--- src/rtl/parking_pkg.sv ---
// Shared types and constants for the parking gate controller.
package parking_pkg;

    typedef enum logic [1:0] {
        ST_IDLE  = 2'd0,
        ST_OPEN  = 2'd1,
        ST_CLOSE = 2'd2
    } gate_state_e;

    typedef enum logic {
        LANE_ENTRY = 1'b0,
        LANE_EXIT  = 1'b1
    } lane_e;

    localparam int STAT_W = 16;

    // Saturating increment for the statistics counters.
    function automatic logic [STAT_W-1:0] sat_inc(input logic [STAT_W-1:0] v);
        return (v == {STAT_W{1'b1}}) ? v : v + {{(STAT_W-1){1'b0}}, 1'b1};
    endfunction

endpackage

--- src/rtl/gate_rr_arb.sv ---
// Two-lane alternating arbiter; remembers the lane served last (entry after reset).
module gate_rr_arb
    import parking_pkg::*;
(
    input  logic clk,
    input  logic rst,
    input  logic entry_req,
    input  logic exit_req,
    input  logic commit,
    output logic win_valid,
    output logic win_lane
);

    logic last_r;

    // Pick the requesting lane; on a tie the lane not served last wins.
    always_comb begin
        win_valid = entry_req | exit_req;
        win_lane  = LANE_EXIT;
        if (entry_req && exit_req) begin
            win_lane = (last_r == LANE_EXIT) ? LANE_ENTRY : LANE_EXIT;
        end else if (entry_req) begin
            win_lane = LANE_ENTRY;
        end else begin
            win_lane = LANE_EXIT;
        end
    end

    // Last-served flag, updated whenever IDLE acts on a winner (grant or reject).
    always_ff @(posedge clk) begin
        if (rst) begin
            last_r <= LANE_ENTRY;
        end else if (commit) begin
            last_r <= win_lane;
        end else begin
            last_r <= last_r;
        end
    end

endmodule

--- src/rtl/parking_gate_ctrl.sv ---
// Parking barrier controller: arbitrates entry/exit lanes, opens, times out and closes the gate.
// Optional statistics counters are enabled with the GATE_STATS_EN macro.
module parking_gate_ctrl
    import parking_pkg::*;
#(
    parameter int TIMEOUT      = 16,
    parameter int CLOSE_CYCLES = 2
) (
    input  logic clk,
    input  logic rst,
    input  logic entry_req,
    input  logic entry_is_uni,
    input  logic exit_req,
    input  logic exit_is_uni,
    input  logic uni_is_vacated_space,
    input  logic is_vacated_space,
    input  logic car_passed,
    output logic car_entered,
    output logic is_uni_car_entered,
    output logic car_exited,
    output logic is_uni_car_exited,
    output logic gate_open,
    output logic entry_grant,
    output logic exit_grant,
    output logic entry_reject,
    output logic timeout,
    output logic busy
`ifdef GATE_STATS_EN
    ,
    output logic [STAT_W-1:0] stat_entries,
    output logic [STAT_W-1:0] stat_exits,
    output logic [STAT_W-1:0] stat_rejects,
    output logic [STAT_W-1:0] stat_timeouts
`endif
);

    localparam int TW = $clog2(TIMEOUT) + 1;
    localparam logic [TW-1:0] TIMER_LAST = TW'(TIMEOUT - 1);
    localparam logic [TW-1:0] CLOSE_LAST = TW'(CLOSE_CYCLES - 1);

    gate_state_e   state_r, state_s;
    logic [TW-1:0] timer_r, timer_s;
    lane_e         lane_r, lane_s;
    logic          uni_r, uni_s;
    logic          win_valid_s, win_lane_s, commit_s;
    logic          ce_s, uce_s, cx_s, ucx_s, eg_s, xg_s, rej_s, to_s;
    logic          ce_r, uce_r, cx_r, ucx_r, eg_r, xg_r, rej_r, to_r, gate_r, busy_r;

    gate_rr_arb u_arb (
        .clk       (clk),
        .rst       (rst),
        .entry_req (entry_req),
        .exit_req  (exit_req),
        .commit    (commit_s),
        .win_valid (win_valid_s),
        .win_lane  (win_lane_s)
    );

    // Next-state, timer and pulse decode; the timer doubles as the CLOSE hold counter.
    always_comb begin
        state_s  = state_r;
        timer_s  = timer_r;
        lane_s   = lane_r;
        uni_s    = uni_r;
        commit_s = 1'b0;
        ce_s = 1'b0; uce_s = 1'b0; cx_s = 1'b0; ucx_s = 1'b0;
        eg_s = 1'b0; xg_s  = 1'b0; rej_s = 1'b0; to_s = 1'b0;
        case (state_r)
            ST_IDLE: begin
                timer_s = {TW{1'b0}};
                if (win_valid_s) begin
                    commit_s = 1'b1;
                    if (win_lane_s == LANE_EXIT) begin
                        state_s = ST_OPEN;
                        lane_s  = LANE_EXIT;
                        uni_s   = exit_is_uni;
                        xg_s    = 1'b1;
                    end else if (entry_is_uni ? uni_is_vacated_space : is_vacated_space) begin
                        state_s = ST_OPEN;
                        lane_s  = LANE_ENTRY;
                        uni_s   = entry_is_uni;
                        eg_s    = 1'b1;
                    end else begin
                        rej_s = 1'b1;
                    end
                end else begin
                    state_s = ST_IDLE;
                end
            end
            ST_OPEN: begin
                if (car_passed) begin
                    state_s = ST_CLOSE;
                    timer_s = {TW{1'b0}};
                    if (lane_r == LANE_ENTRY) begin
                        ce_s  = 1'b1;
                        uce_s = uni_r;
                    end else begin
                        cx_s  = 1'b1;
                        ucx_s = uni_r;
                    end
                end else if (timer_r == TIMER_LAST) begin
                    state_s = ST_CLOSE;
                    timer_s = {TW{1'b0}};
                    to_s    = 1'b1;
                end else begin
                    timer_s = timer_r + {{(TW-1){1'b0}}, 1'b1};
                end
            end
            ST_CLOSE: begin
                if (timer_r == CLOSE_LAST) begin
                    state_s = ST_IDLE;
                    timer_s = {TW{1'b0}};
                end else begin
                    timer_s = timer_r + {{(TW-1){1'b0}}, 1'b1};
                end
            end
            default: begin
                state_s = ST_IDLE;
                timer_s = {TW{1'b0}};
            end
        endcase
    end

    // State, capture and registered outputs; reset aborts any service silently.
    always_ff @(posedge clk) begin
        if (rst) begin
            state_r <= ST_IDLE;
            timer_r <= {TW{1'b0}};
            lane_r  <= LANE_ENTRY;
            uni_r   <= 1'b0;
            ce_r <= 1'b0; uce_r <= 1'b0; cx_r <= 1'b0; ucx_r <= 1'b0;
            eg_r <= 1'b0; xg_r  <= 1'b0; rej_r <= 1'b0; to_r <= 1'b0;
            gate_r <= 1'b0;
            busy_r <= 1'b0;
        end else begin
            state_r <= state_s;
            timer_r <= timer_s;
            lane_r  <= lane_s;
            uni_r   <= uni_s;
            ce_r <= ce_s; uce_r <= uce_s; cx_r <= cx_s; ucx_r <= ucx_s;
            eg_r <= eg_s; xg_r  <= xg_s;  rej_r <= rej_s; to_r <= to_s;
            gate_r <= (state_s == ST_OPEN);
            busy_r <= (state_s != ST_IDLE);
        end
    end

    assign car_entered        = ce_r;
    assign is_uni_car_entered = uce_r;
    assign car_exited         = cx_r;
    assign is_uni_car_exited  = ucx_r;
    assign gate_open          = gate_r;
    assign entry_grant        = eg_r;
    assign exit_grant         = xg_r;
    assign entry_reject       = rej_r;
    assign timeout            = to_r;
    assign busy               = busy_r;

`ifdef GATE_STATS_EN
    logic [STAT_W-1:0] st_ent_r, st_ext_r, st_rej_r, st_to_r;

    // Counters step on the same edge that raises their pulse.
    always_ff @(posedge clk) begin
        if (rst) begin
            st_ent_r <= {STAT_W{1'b0}};
            st_ext_r <= {STAT_W{1'b0}};
            st_rej_r <= {STAT_W{1'b0}};
            st_to_r  <= {STAT_W{1'b0}};
        end else begin
            st_ent_r <= ce_s  ? sat_inc(st_ent_r) : st_ent_r;
            st_ext_r <= cx_s  ? sat_inc(st_ext_r) : st_ext_r;
            st_rej_r <= rej_s ? sat_inc(st_rej_r) : st_rej_r;
            st_to_r  <= to_s  ? sat_inc(st_to_r)  : st_to_r;
        end
    end

    assign stat_entries  = st_ent_r;
    assign stat_exits    = st_ext_r;
    assign stat_rejects  = st_rej_r;
    assign stat_timeouts = st_to_r;
`endif

endmodule

--- config.mk ---
export PLATFORM = sky130hd
export DESIGN_NAME = parking_gate_ctrl
export DESIGN_NICKNAME = d
export VERILOG_FILES = /design/src/rtl/parking_pkg.sv /design/src/rtl/gate_rr_arb.sv /design/src/rtl/parking_gate_ctrl.sv
export SDC_FILE = /design/constraint.sdc
export NUM_CORES = 1
export LEC_CHECK = 0
export CAP_MARGIN = 20
export CORE_AREA = 2 2 45 47
export CTS_CLUSTER_DIAMETER = 50
export DETAILED_ROUTE_END_ITERATION = 10
export DIE_AREA = 0 0 47 49
export HOLD_SLACK_MARGIN = 0.12
export MAX_ROUTING_LAYER = met4
export PLACE_DENSITY_LB_ADDON = 0.15
export SLEW_MARGIN = 5
export SYNTH_ARGS = -nofsm -noshare
export SYNTH_HDL_FRONTEND = slang
export SYNTH_SLANG_ARGS = --single-unit
--- constraint.sdc ---
create_clock -name clk -period 4.31 [get_ports clk]
set_clock_uncertainty 0.2 [all_clocks]
set_input_delay 1.0775 -clock clk [delete_from_list [all_inputs] [get_ports clk]]
set_output_delay 1.0775 -clock clk [all_outputs]
set_load 0.02 [all_outputs]
Word level (Yosys, flattened, before mapping):

Cells that the tools add are included.

* input bits: 9
* register bits: 20
* output and inout port bits: 10
* word-level logic and storage cells: 65

* $add $sub $neg: 1
* mux-type cells: 27
* reduce and logical (&&, ||, !) cells: 11
* bitwise logic cells: 6
* equal/unequal tests: 5

Operators with widths (number)
* two-way mux 1 bit: 16
* two-way mux 5 bit: 3
* two-way mux 2 bit: 6
* OR reduction 4 bit: 3
* case mux 5 bit (2 select lines): 1
* OR reduction 3 bit: 3
* case mux 2 bit (3 select lines): 1
* adder 5 x 1 -> 5 bit, second input constant: 1
* equality test 5 x 1 -> 1 bit, second input constant: 1
* equality test 5 x 4 -> 1 bit, second input constant: 1
* NOT 1 bit: 5
* equality test 2 x 1 -> 1 bit, second input constant: 2
* nonzero test 2 bit: 2
* AND reduction 3 bit: 1
* equality test 2 bit, second input constant: 1
* logical NOT 2 bit: 1
* logical AND 1 bit: 1
* bitwise OR 1 bit: 1

Depth between registers and ports, before layout:

* depth after elaboration: 6
* gate-level depth with buffers: 8
* depth with buffers taken out: 8

Modules after synthesis:

From an unflattened synthesis, not the netlist that was laid out.

* cells, all modules: 91
* area total of the unflattened synthesis: 883.3 µm²

Modules (own cells, without submodules)
* parking_gate_ctrl: area each 820.8 µm², seq. area each 380.4 µm², cells each 85, instances 1
* gate_rr_arb: area each 62.6 µm², seq. area each 20.0 µm², cells each 6, instances 1

Least setup slack after synthesis:

OpenSTA, ideal clock, no wires.

* kind: input-to-reg
* start point: input entry_is_uni
* end point: register busy_r (netlist: busy)
* setup slack: 2102 ps
* arrival time: 1893 ps
* setup time: 115 ps
* cell stages on the path: 4
* required time: 3995 ps
* path buffers: 0
* cells stage by stage: mux2i_2 > a31oi_2 > a22oi_2 > a21bo_2

* longest elaborated chain between the ends: 6

Ends and longest elaborated chain
* start, declared: RTL line parking_gate_ctrl.sv:12 `input logic entry_is_uni,`
* two-way mux 1 bit: RTL line parking_gate_ctrl.sv:78 `end else if (entry_is_uni ? uni_is_vacated_space : is_vacated_space) begin`
* two-way mux 2 bit: RTL line parking_gate_ctrl.sv:78
* two-way mux 2 bit: RTL line parking_gate_ctrl.sv:73 `if (win_lane_s == LANE_EXIT) begin`
* two-way mux 2 bit: RTL line parking_gate_ctrl.sv:71 `if (win_valid_s) begin`
* case mux 2 bit (3 select lines): RTL line parking_gate_ctrl.sv:68 `case (state_r)`
* nonzero test 2 bit: RTL line parking_gate_ctrl.sv:143 `busy_r <= (state_s != ST_IDLE);`
* end signal, assigned: RTL line parking_gate_ctrl.sv:143
* end, declared: RTL line parking_gate_ctrl.sv:47 `logic ce_r, uce_r, cx_r, ucx_r, eg_r, xg_r, rej_r, to_r, gate_r, busy_r;`

Every way passes these cells.
A chain may end at the register's enable or synchronous reset.

Final worst setup path:

Same ends and word-level chain as after synthesis.

==> summary.txt <==
Outcome
  – Status: finished clean

Routing
  – DR iter-0 viols: 4
  – ANT nets after route: 0
  – Drt wl/cell: 10.6 µm
  – DRT Pass-1 Iters: 4
  – DR vias: around 660
  – Drt total wl: approximately 1400 µm
  – DRC: 0
  – Via-to-Cell Ratio: 4.87

Logic synthesis
  – Syn Std Cell Area: just under 900 µm²
  – Post-synth ARST share: 0%
  – Most used DFF post-synth: dfxtp_1
  – Synth cell types: 33
  – Leading area contributor after synthesis: dfxtp_1
  – Yosys reg bits: 20
  – Seq/Total Area, Yosys: between 40% and 50%
  – Synth top area share: 45.5%
  – Post-Syn Instances: 88
  – Cell with the most instances after synthesis: dfxtp_1
  – Leading cell types by count after synthesis: dfxtp_1, inv_1, nor2_1
  – Post-synth EDFFs: 0
  – Syn nets: between 100 and 150
  – Synth top area cells: dfxtp_1, ha_1, inv_1
  – Avg Cell Area, Syn: approximately 10 µm²
  – Ys Warns: 0

Global route
  – All-Layer GR Usage: between 15 and 20%
  – Initial antenna violation count: 0
  – First-pass GRT wire length: 2520 µm
  – Largest net degree at the start of global routing: 11
  – Number of global-route vias before repair: ~620
  – Global route overflow: 0

Setup path
  – Critical Path, Cell by Cell: clkdlybuf4s50_1 -> mux2i_2 -> nand4_1 -> a311oi_2 -> a21bo_2
  – Slowest cell delay on critical path: approximately 0.51 ns
  – Worst R2R Setup Slack: ~2.2 ns
  – Worst EP arrival: 2.60 ns
  – Critical-path top delay cell: clkdlybuf4s50_1
  – Critical Path Fanout Max: 4
  – Worst Path Required: ~4.4 ns
  – Crit path launch type: input port
  – CP endpoint kind: register
  – Crit Path Category: in -> reg

Timing
  – Final count of negative-setup-slack endpoints: 0
  – F_max: 392 MHz
  – Final WS setup: ~1.8 ns
  – Worst Hold Slack: 0.260 ns
  – RSZ-0062 raised after global routing: no
  – Final worst path period share: around three fifths
  – Fin Setup TNS: 0 ns
  – Worst-Margin Slew: about 0.35 ns
  – Fin crit period: ~2.6 ns
  – Rel. slew slack: between 70% and 80%
  – Final hold violations: 0
  – Max Transition Viols Final: 0

CTS
  – CTS max path bufs: 2
  – Root buffer cell: clkbuf_4
  – # resized after CTS: 0
  – CTS tree: built
  – Clk slew on worst S/H paths: ~0.1 ns
  – Num CTS Buffers: 3
  – Clock sinks: 20
  – Cts hold-fix bufs: 0
  – Post-CTS Repair Setup Buffers: 0
  – Worst-skew pair later-pin latency: 0.29 ns
  – Htree depth: 1

Power and ir drop
  – Combinational share of power: between 20% and 30%
  – Sequential power share: 53.9%
  – Clk network pwr share: approximately 22%
  – Power Total: just under 0.0004 W
  – Leakage power figure: 0.449 nW
  – Int Pwr: 0.000276 W
  – Psw: approximately 0.00011 W
  – Pwr Density: 346 nW/µm²
  – IR drop worst, VDD: 0.208 mV
  – Sw Ratio: approximately 28%

Floorplan
  – Std-Cell Rows: 16
  – CORE AREA: 1840 µm²
  – Die Width: roughly 47 µm
  – Initial Utilization: a little under half
  – Die height: 49 µm
  – I/O pins: 19
  – Die footprint: about 2300 µm²

Finish
  – Area grow syn2layout: 26.3%
  – Fill cells: between 150 and 200
  – Share of post-route cells with drive strength above 1: a little over 10%
  – ANT cells: 0
  – NumNets Final: ~130

Placement
  – GP Congestion: 0.725
  – Dpl hpwl: roughly 1200 µm
  – PortBufs: 18
  – Pre-CTS setup slack: 1.47 ns

Flow run
  – Max-cap viol count: 0

Worst hold path
  – Worst hold path class: reg -> reg
## final timing paths
check | from | endpoint | cells past startpoint
setup / recovery | entry_is_uni | busy | 5
hold reg to reg | u_arb.last_r | u_arb.last_r | 2
setup reg to reg | timer_r[0] | busy | 8
hold / removal | u_arb.last_r | u_arb.last_r | 2
## power by group through the flow
stage	registers, W	logic (W)	clock network, W
after floorplan	0.000220	0.0000505	0
after global placement	0.000211	0.0000914	0
after detailed placement	0.000212	0.0000924	0
after CTS	0.000207	0.0000925	0.0000855
after global routing	0.000209	0.000102	0.0000940
final	0.000207	0.0000915	0.0000855
## state kept, by name (all words and copies together) (netlist names)
signal,count
uni_r,1
entry_reject,1
busy,1
lane_r,1
u_arb.last_r,1
state_r,2
exit_grant,1
is_uni_car_entered,1
timeout,1
car_exited,1
timer_r,5
is_uni_car_exited,1
entry_grant,1
car_entered,1
gate_open,1
## cell families after synthesis
kind of cell    share of synthesized area (%)
simple gates                             22.0
flops                                    45.5
compound gates                           13.1
buf+inv                                  4.41
fa+ha+maj                                11.4
xor+xnor                                 1.99
mux                                      1.56
## through the flow
stage	util, %	std cells	area [µm²]
after global placement	59.1	132	1090
after detailed placement	59.1	132	1090
after CTS	60.3	135	1110
after global routing	60.3	135	1110
final	60.3	135	1110
after floorplan	-	88	880
## routing by layer
metal  up-vias  global-route usage (%)  share of wire, %
met5         -                       -                 0
li1        341                       -                 -
met2        12                    22.6                49
met3         4                    2.22               2.9
met4         0                    6.94               2.2
met1       301                    19.5                46
## cell usage in the layout (no fill, tap or decap), types with 2 or more instances in the layout
cell / synthesis / routed
a21oi_1: 2 / 2
and2_1: 3 / 3
and3_1: 2 / 2
clkbuf_4: 0 / 3
clkdlybuf4s50_1: 0 / 18
dfxtp_1: 20 / 20
ha_1: 8 / 8
inv_1: 9 / 9
nand2_1: 3 / 3
nand2b_1: 4 / 4
nand3_1: 4 / 4
nor2_1: 9 / 9
nor4b_1: 2 / 2
## cell type report
| cell class | instances | area (µm²) | area share [%] |
|---|---|---|---|
| multi-input combinational | 58 | 440 | 39.6 |
| inverter | 9 | 33.8 | 3.04 |
| clock buffer | 3 | 22.5 | 2.03 |
| timing repair buffer | 18 | 180 | 16.2 |
| sequential | 20 | 400 | 36.0 |
| tap | 27 | 33.8 | 3.04 |
## critical path, delay by kind of cell
family / cells / cell delay [ns]
AO/OA/AOI/OAI: 2 / 0.53
buffers and inverters: 1 / 0.51
multiplexers: 1 / 0.31
AND/OR/NAND/NOR: 1 / 0.17
Note: power is estimated with default switching activity, not from simulation.
